[config.mk]
export PLATFORM = sky130hd
export DESIGN_NAME = acc_share_arb
export DESIGN_NICKNAME = d
export VERILOG_FILES = /design/src/rtl/acc_share_arb.sv
export SDC_FILE = /design/constraint.sdc
export NUM_CORES = 1
export LEC_CHECK = 0
export ABC_AREA = 1
export BUFFER_PORTS_ARGS = -buffer_cell sky130_fd_sc_hd__buf_2
export CORE_MARGIN = 2
export CORE_UTILIZATION = 42
export CTS_CLUSTER_DIAMETER = 30
export CTS_CLUSTER_SIZE = 14
export DETAILED_ROUTE_END_ITERATION = 12
export PLACE_DENSITY = 0.63
export SYNTH_ARGS = -nofsm -noshare
export SYNTH_HDL_FRONTEND = slang
export SYNTH_SLANG_ARGS = --single-unit
[constraint.sdc]
create_clock -name clk -period 2.3 [get_ports clk]
set_input_delay 0.23 -clock clk [delete_from_list [all_inputs] [get_ports clk]]
set_output_delay 0.23 -clock clk [all_outputs]
set_load 0.01 [all_outputs]
[src/rtl/acc_share_arb.sv]
// Round-robin arbiter that shares one signed accumulator between two burst requesters.
// Define ACC_SAT_EN to saturate the accumulator on overflow instead of wrapping.
module acc_share_arb #(
  parameter int unsigned DW      = 10,
  parameter int unsigned ACC_W   = 16,
  parameter int unsigned CW      = 4,
  parameter int unsigned MAX_LEN = 15
) (
  input  logic                    clk,
  input  logic                    rst,
  input  logic                    req0_vld,
  output logic                    req0_rdy,
  input  logic signed [DW:0]      req0_data,
  input  logic                    req0_last,
  input  logic                    req1_vld,
  output logic                    req1_rdy,
  input  logic signed [DW:0]      req1_data,
  input  logic                    req1_last,
  output logic                    res_vld,
  input  logic                    res_rdy,
  output logic signed [ACC_W-1:0] res_data,
  output logic                    res_id,
  output logic [CW-1:0]           res_len,
  output logic                    res_ovf,
  output logic                    res_trunc
);

  typedef enum logic [1:0] {StIdle, StAcc, StDone} state_e;

  localparam logic signed [ACC_W-1:0] AccMax = {1'b0, {(ACC_W-1){1'b1}}};
  localparam logic signed [ACC_W-1:0] AccMin = {1'b1, {(ACC_W-1){1'b0}}};
  localparam logic [CW-1:0]           MaxLen = CW'(MAX_LEN);

  state_e                  state;
  logic                    ptr;
  logic signed [ACC_W-1:0] acc;
  logic [CW-1:0]           cnt;
  logic                    ovf;

  logic                    grant_id;
  logic                    beat;
  logic signed [DW:0]      bdata;
  logic                    blast;
  logic [ACC_W:0]          sum_wide;
  logic                    sum_ovf;
  logic signed [ACC_W-1:0] acc_nxt;
  logic [CW-1:0]           cnt_nxt;
  logic                    hit_max;

  always_comb begin
    grant_id = (req0_vld && req1_vld) ? ptr : req1_vld;
    bdata    = res_id ? req1_data : req0_data;
    blast    = res_id ? req1_last : req0_last;
    // rdy is only ever high for the granted requester while accumulating
    beat     = (req0_vld && req0_rdy) || (req1_vld && req1_rdy);
    // One guard bit: overflow iff the two top bits of the widened sum disagree
    sum_wide = {acc[ACC_W-1], acc} + {{(ACC_W-DW){bdata[DW]}}, bdata};
    sum_ovf  = sum_wide[ACC_W] != sum_wide[ACC_W-1];
`ifdef ACC_SAT_EN
    if (sum_ovf) begin
      acc_nxt = sum_wide[ACC_W] ? AccMin : AccMax;
    end else begin
      acc_nxt = sum_wide[ACC_W-1:0];
    end
`else
    acc_nxt  = sum_wide[ACC_W-1:0];
`endif
    cnt_nxt  = cnt + CW'(1);
    hit_max  = cnt_nxt == MaxLen;
  end

  always_ff @(posedge clk) begin
    if (rst) begin
      state     <= StIdle;
      ptr       <= 1'b0;
      acc       <= '0;
      cnt       <= '0;
      ovf       <= 1'b0;
      req0_rdy  <= 1'b0;
      req1_rdy  <= 1'b0;
      res_vld   <= 1'b0;
      res_data  <= '0;
      res_id    <= 1'b0;
      res_len   <= '0;
      res_ovf   <= 1'b0;
      res_trunc <= 1'b0;
    end else begin
      unique case (state)
        StIdle: begin
          if (req0_vld || req1_vld) begin
            state     <= StAcc;
            res_id    <= grant_id;
            req0_rdy  <= !grant_id;
            req1_rdy  <= grant_id;
            acc       <= '0;
            cnt       <= '0;
            ovf       <= 1'b0;
            res_ovf   <= 1'b0;
            res_trunc <= 1'b0;
          end
        end
        StAcc: begin
          if (beat) begin
            acc <= acc_nxt;
            cnt <= cnt_nxt;
            ovf <= ovf | sum_ovf;
            if (blast || hit_max) begin
              state     <= StDone;
              req0_rdy  <= 1'b0;
              req1_rdy  <= 1'b0;
              res_vld   <= 1'b1;
              res_data  <= acc_nxt;
              res_len   <= cnt_nxt;
              res_ovf   <= ovf | sum_ovf;
              // last wins when it coincides with the length limit
              res_trunc <= !blast;
            end
          end
        end
        StDone: begin
          if (res_rdy) begin
            res_vld <= 1'b0;
            ptr     <= ~res_id;
            state   <= StIdle;
          end
        end
        default: state <= StIdle;
      endcase
    end
  end

endmodule

==> impl_metrics.env <==
export IMPL_synth_largest_area_cell="dfxtp_1"
export IMPL_synth_edf_count=0
export IMPL_grt_max_degree=29
export IMPL_dpl_hpwl_um=5450
export IMPL_die_w_um=88.2
export IMPL_min_period_ns=2.15
export IMPL_finalCritPeriodShare_pct=93.3
export IMPL_grt_overflow_total=0
export IMPL_path_class="flip-flop to flip-flop"
export IMPL_hold_path_class="input port to flip-flop"
export IMPL_ys_types=37
export IMPL_drv_cap=0
export IMPL_rows=30
export IMPL_crit_path_max_fanout=11
export IMPL_syn2layout_area_growth_pct=21.1
export IMPL_grt_pass1_wl_um=12500
export IMPL_design_area_um2=3600
export IMPL_hold_viol=0
export IMPL_ant_nets=0
export IMPL_syn_num_nets=495
export IMPL_cpMaxStageDelayCell="dfxtp_4"
export IMPL_crit_top_cell="nand2_1"
export IMPL_clk_path_buf_depth=2
export IMPL_wl_per_cell_um=12.5
export IMPL_cp_arrival_ns=2.35
export IMPL_port_buffers=54
export IMPL_diodes=0
export IMPL_design_core_area_um2=6830
export IMPL_die_h_um=88.2
export IMPL_tightest_slew_ns=0.673
export IMPL_endpoint_kind="flip-flop"
export IMPL_synthesis_area_um2=2970
export IMPL_synth_seq_cells=50
export IMPL_dieArea_um2=7770
export IMPL_yosys_top_cells_area="dfxtp_1, nand2_1, a21oi_1"
export IMPL_cp_data_required_time_ns=2.51
export IMPL_clk_latency_ns=0.30
export IMPL_grt_use_total_pct=20.3
export IMPL_path_clk_slew_ns=0.10
export IMPL_rsz0062_at_grt="true"
export IMPL_slowest_delay_ns=0.37
export IMPL_firstDrtPassIters=4
export IMPL_fmaxAchievable_mhz=466
export IMPL_cts_made_buffers=5
export IMPL_maxSlewViolCount=0
export IMPL_place_area_um2=3340
export IMPL_synth_top_area_share_pct=33.7
export IMPL_outcome="finished, final reports clean"
export IMPL_gp_congestion=0.847
export IMPL_routed_wl_um=7510
export IMPL_power_per_cell_area_nw_per_um2=573
export IMPL_drc_errors=0
export IMPL_vias=2897
export IMPL_post_cts_setup_buffers=0
export IMPL_cts_sinks=50
export IMPL_postCtsHoldBufs=0
export IMPL_cp_cell_sequence="buf_4 -> nand2_1 -> nand2_1 -> ha_1 -> nand2_1 -> inv_1 -> a21oi_1 -> nand2_2 -> or2_2 -> a21oi_1 -> nor2_1"
export IMPL_synth_async_sr_flop_share_pct=0
export IMPL_worstSetupStartpointType="flip-flop"
export IMPL_setup_viol_count_final=0
export IMPL_root_buffer="clkbuf_8"
export IMPL_tns_ns=0
export IMPL_peakVddDrop_mv=0.250
export IMPL_clock_skew_final_ns=0.00410
export IMPL_syn_area_per_cell_um2=6.65
export IMPL_drive_above_1_share_pct=21.7
export IMPL_leakagePower_nw=1.83
export IMPL_yosys_warnings=0
export IMPL_cts_htree_levels=2
export IMPL_antenna_found_initial=0
export IMPL_cts_tree="built"
export IMPL_yosys_most_used_dff="dfxtp_1"
export IMPL_grt_pass1_vias=2722
export IMPL_final_net_count=550
export IMPL_drtIter0Drc=105
export IMPL_slew_headroom_pct=55.1
export IMPL_io_pins=55
export IMPL_viasPerCell=4.84
export IMPL_yosysSeqAreaShare_pct=33.7
export IMPL_initial_core_util_pct=43.5
export IMPL_synth_cells=447
## stage by stage
| stage | hold WS [ns] | util [%] | instances | power [mW] | setup slack, ns |
|---|---|---|---|---|---|
| after floorplan | 0.416 | - | 447 | 1.28 | 0.0164 |
| after global placement | 0.451 | 48.8 | 591 | 1.41 | 0.0278 |
| after detailed placement | 0.454 | 48.8 | 591 | 1.41 | -0.0427 |
| after CTS | 0.204 | 51.1 | 599 | 2.05 | 0.00180 |
| after global routing | 0.262 | 52.7 | 599 | 2.18 | -0.0199 |
| final | 0.205 | 52.7 | 599 | 2.06 | 0.155 |
## Yosys cell counts (2+ instances only)
library cell    n
a21oi_1        48
and2_1          3
buf_2           3
clkbuf_1        6
dfxtp_1        50
ha_1           18
inv_1          47
inv_2           4
nand2_1       140
nand3_1        16
nand3b_1        2
nor2_1         44
nor2_2          2
o211a_1         2
o21ai_0        22
o21ai_1         7
o21bai_1        3
or2_2           3
xnor2_1         2
xor2_1          8
## where the power goes
part           leakage (nW)  internal, mW  switching, mW  total (mW)
clock                0.0514         0.325          0.310       0.635
combinational          1.37         0.188          0.304       0.492
sequential            0.407         0.908         0.0300       0.938
total                  1.83          1.42          0.644        2.06
## metal layers
layer  part of all wire [%]  up-vias  GRT usage, %  routed length, µm
met5                      0        -             0                  0
met4                    1.4        0          5.23                102
met3                    3.7       11          3.49                276
met2                     46       60          34.4               3450
met1                     49     1290          26.8               3680
li1                       -     1536             -                  -
## cell usage in the layout (no fill, tap or decap), types with 5 or more instances in the layout
cell | netlist | layout
buf_2 | 3 | 54
ha_1 | 18 | 11
xor2_1 | 8 | 7
nand3_1 | 16 | 14
buf_4 | 1 | 6
nor2_1 | 44 | 44
nand2_1 | 140 | 132
a21oi_1 | 48 | 45
dfxtp_1 | 50 | 49
o21ai_1 | 7 | 8
o21ai_0 | 22 | 20
ha_4 | 0 | 5
inv_1 | 47 | 47
clkbuf_8 | 0 | 5
nand2_2 | 1 | 8
## worst max-delay path: cells and delay by family, from the launching register on
kind | cells | cell delay (ns)
buffers and inverters | 2 | 0.24
and+or+nand+nor | 6 | 0.76
AOI/OAI and AO/OA | 2 | 0.33
DFF | 1 | 0.37
adders and majority gates | 1 | 0.33
## registers in the layout, indices dropped and copies added, names as in the netlist
name,flops
acc,16
cnt,4
ovf,1
ptr,1
req0_rdy,1
req1_rdy,1
res_data,16
res_id,1
res_len,4
res_ovf,1
res_trunc,1
res_vld,1
state,2
## worst paths after layout
kind	from	to	slack, ns	cells after the start
worst max-delay path	res_id	res_data[8]	0.15	11
worst min-delay path	res_rdy	state[1]	0.21	3
worst max register to register	res_id	res_data[8]	0.15	11
worst min register to register	res_len[2]	res_len[2]	0.47	2
## layout make-up
class	instances	area (µm²)
inverter	52	205
fill	723	3230
timing repair buffer	61	327
clock buffer	6	72.6
multi-input combinational	332	1840
tap	96	120
sequential	50	1000
clock inverter	2	37.5
## repair_timing
action                     in CTS  in global routing
gates resized for setup         6                 28
gates cloned                    0                  0
pin swaps                       0                  3
setup endpoints to repair       4                 23
## logic make-up (layout without fill, tap and decap cells)
logic type / Yosys count / count (layout) / synth area share, %
fa+ha+maj: 19 / 19 / 8.25
compound gates: 85 / 85 / 15.2
xor+xnor: 11 / 11 / 3.49
simple gates: 217 / 217 / 30.0
flops: 50 / 50 / 33.7
buf+inv: 65 / 121 / 9.42
(Power assumes the default switching activity.)
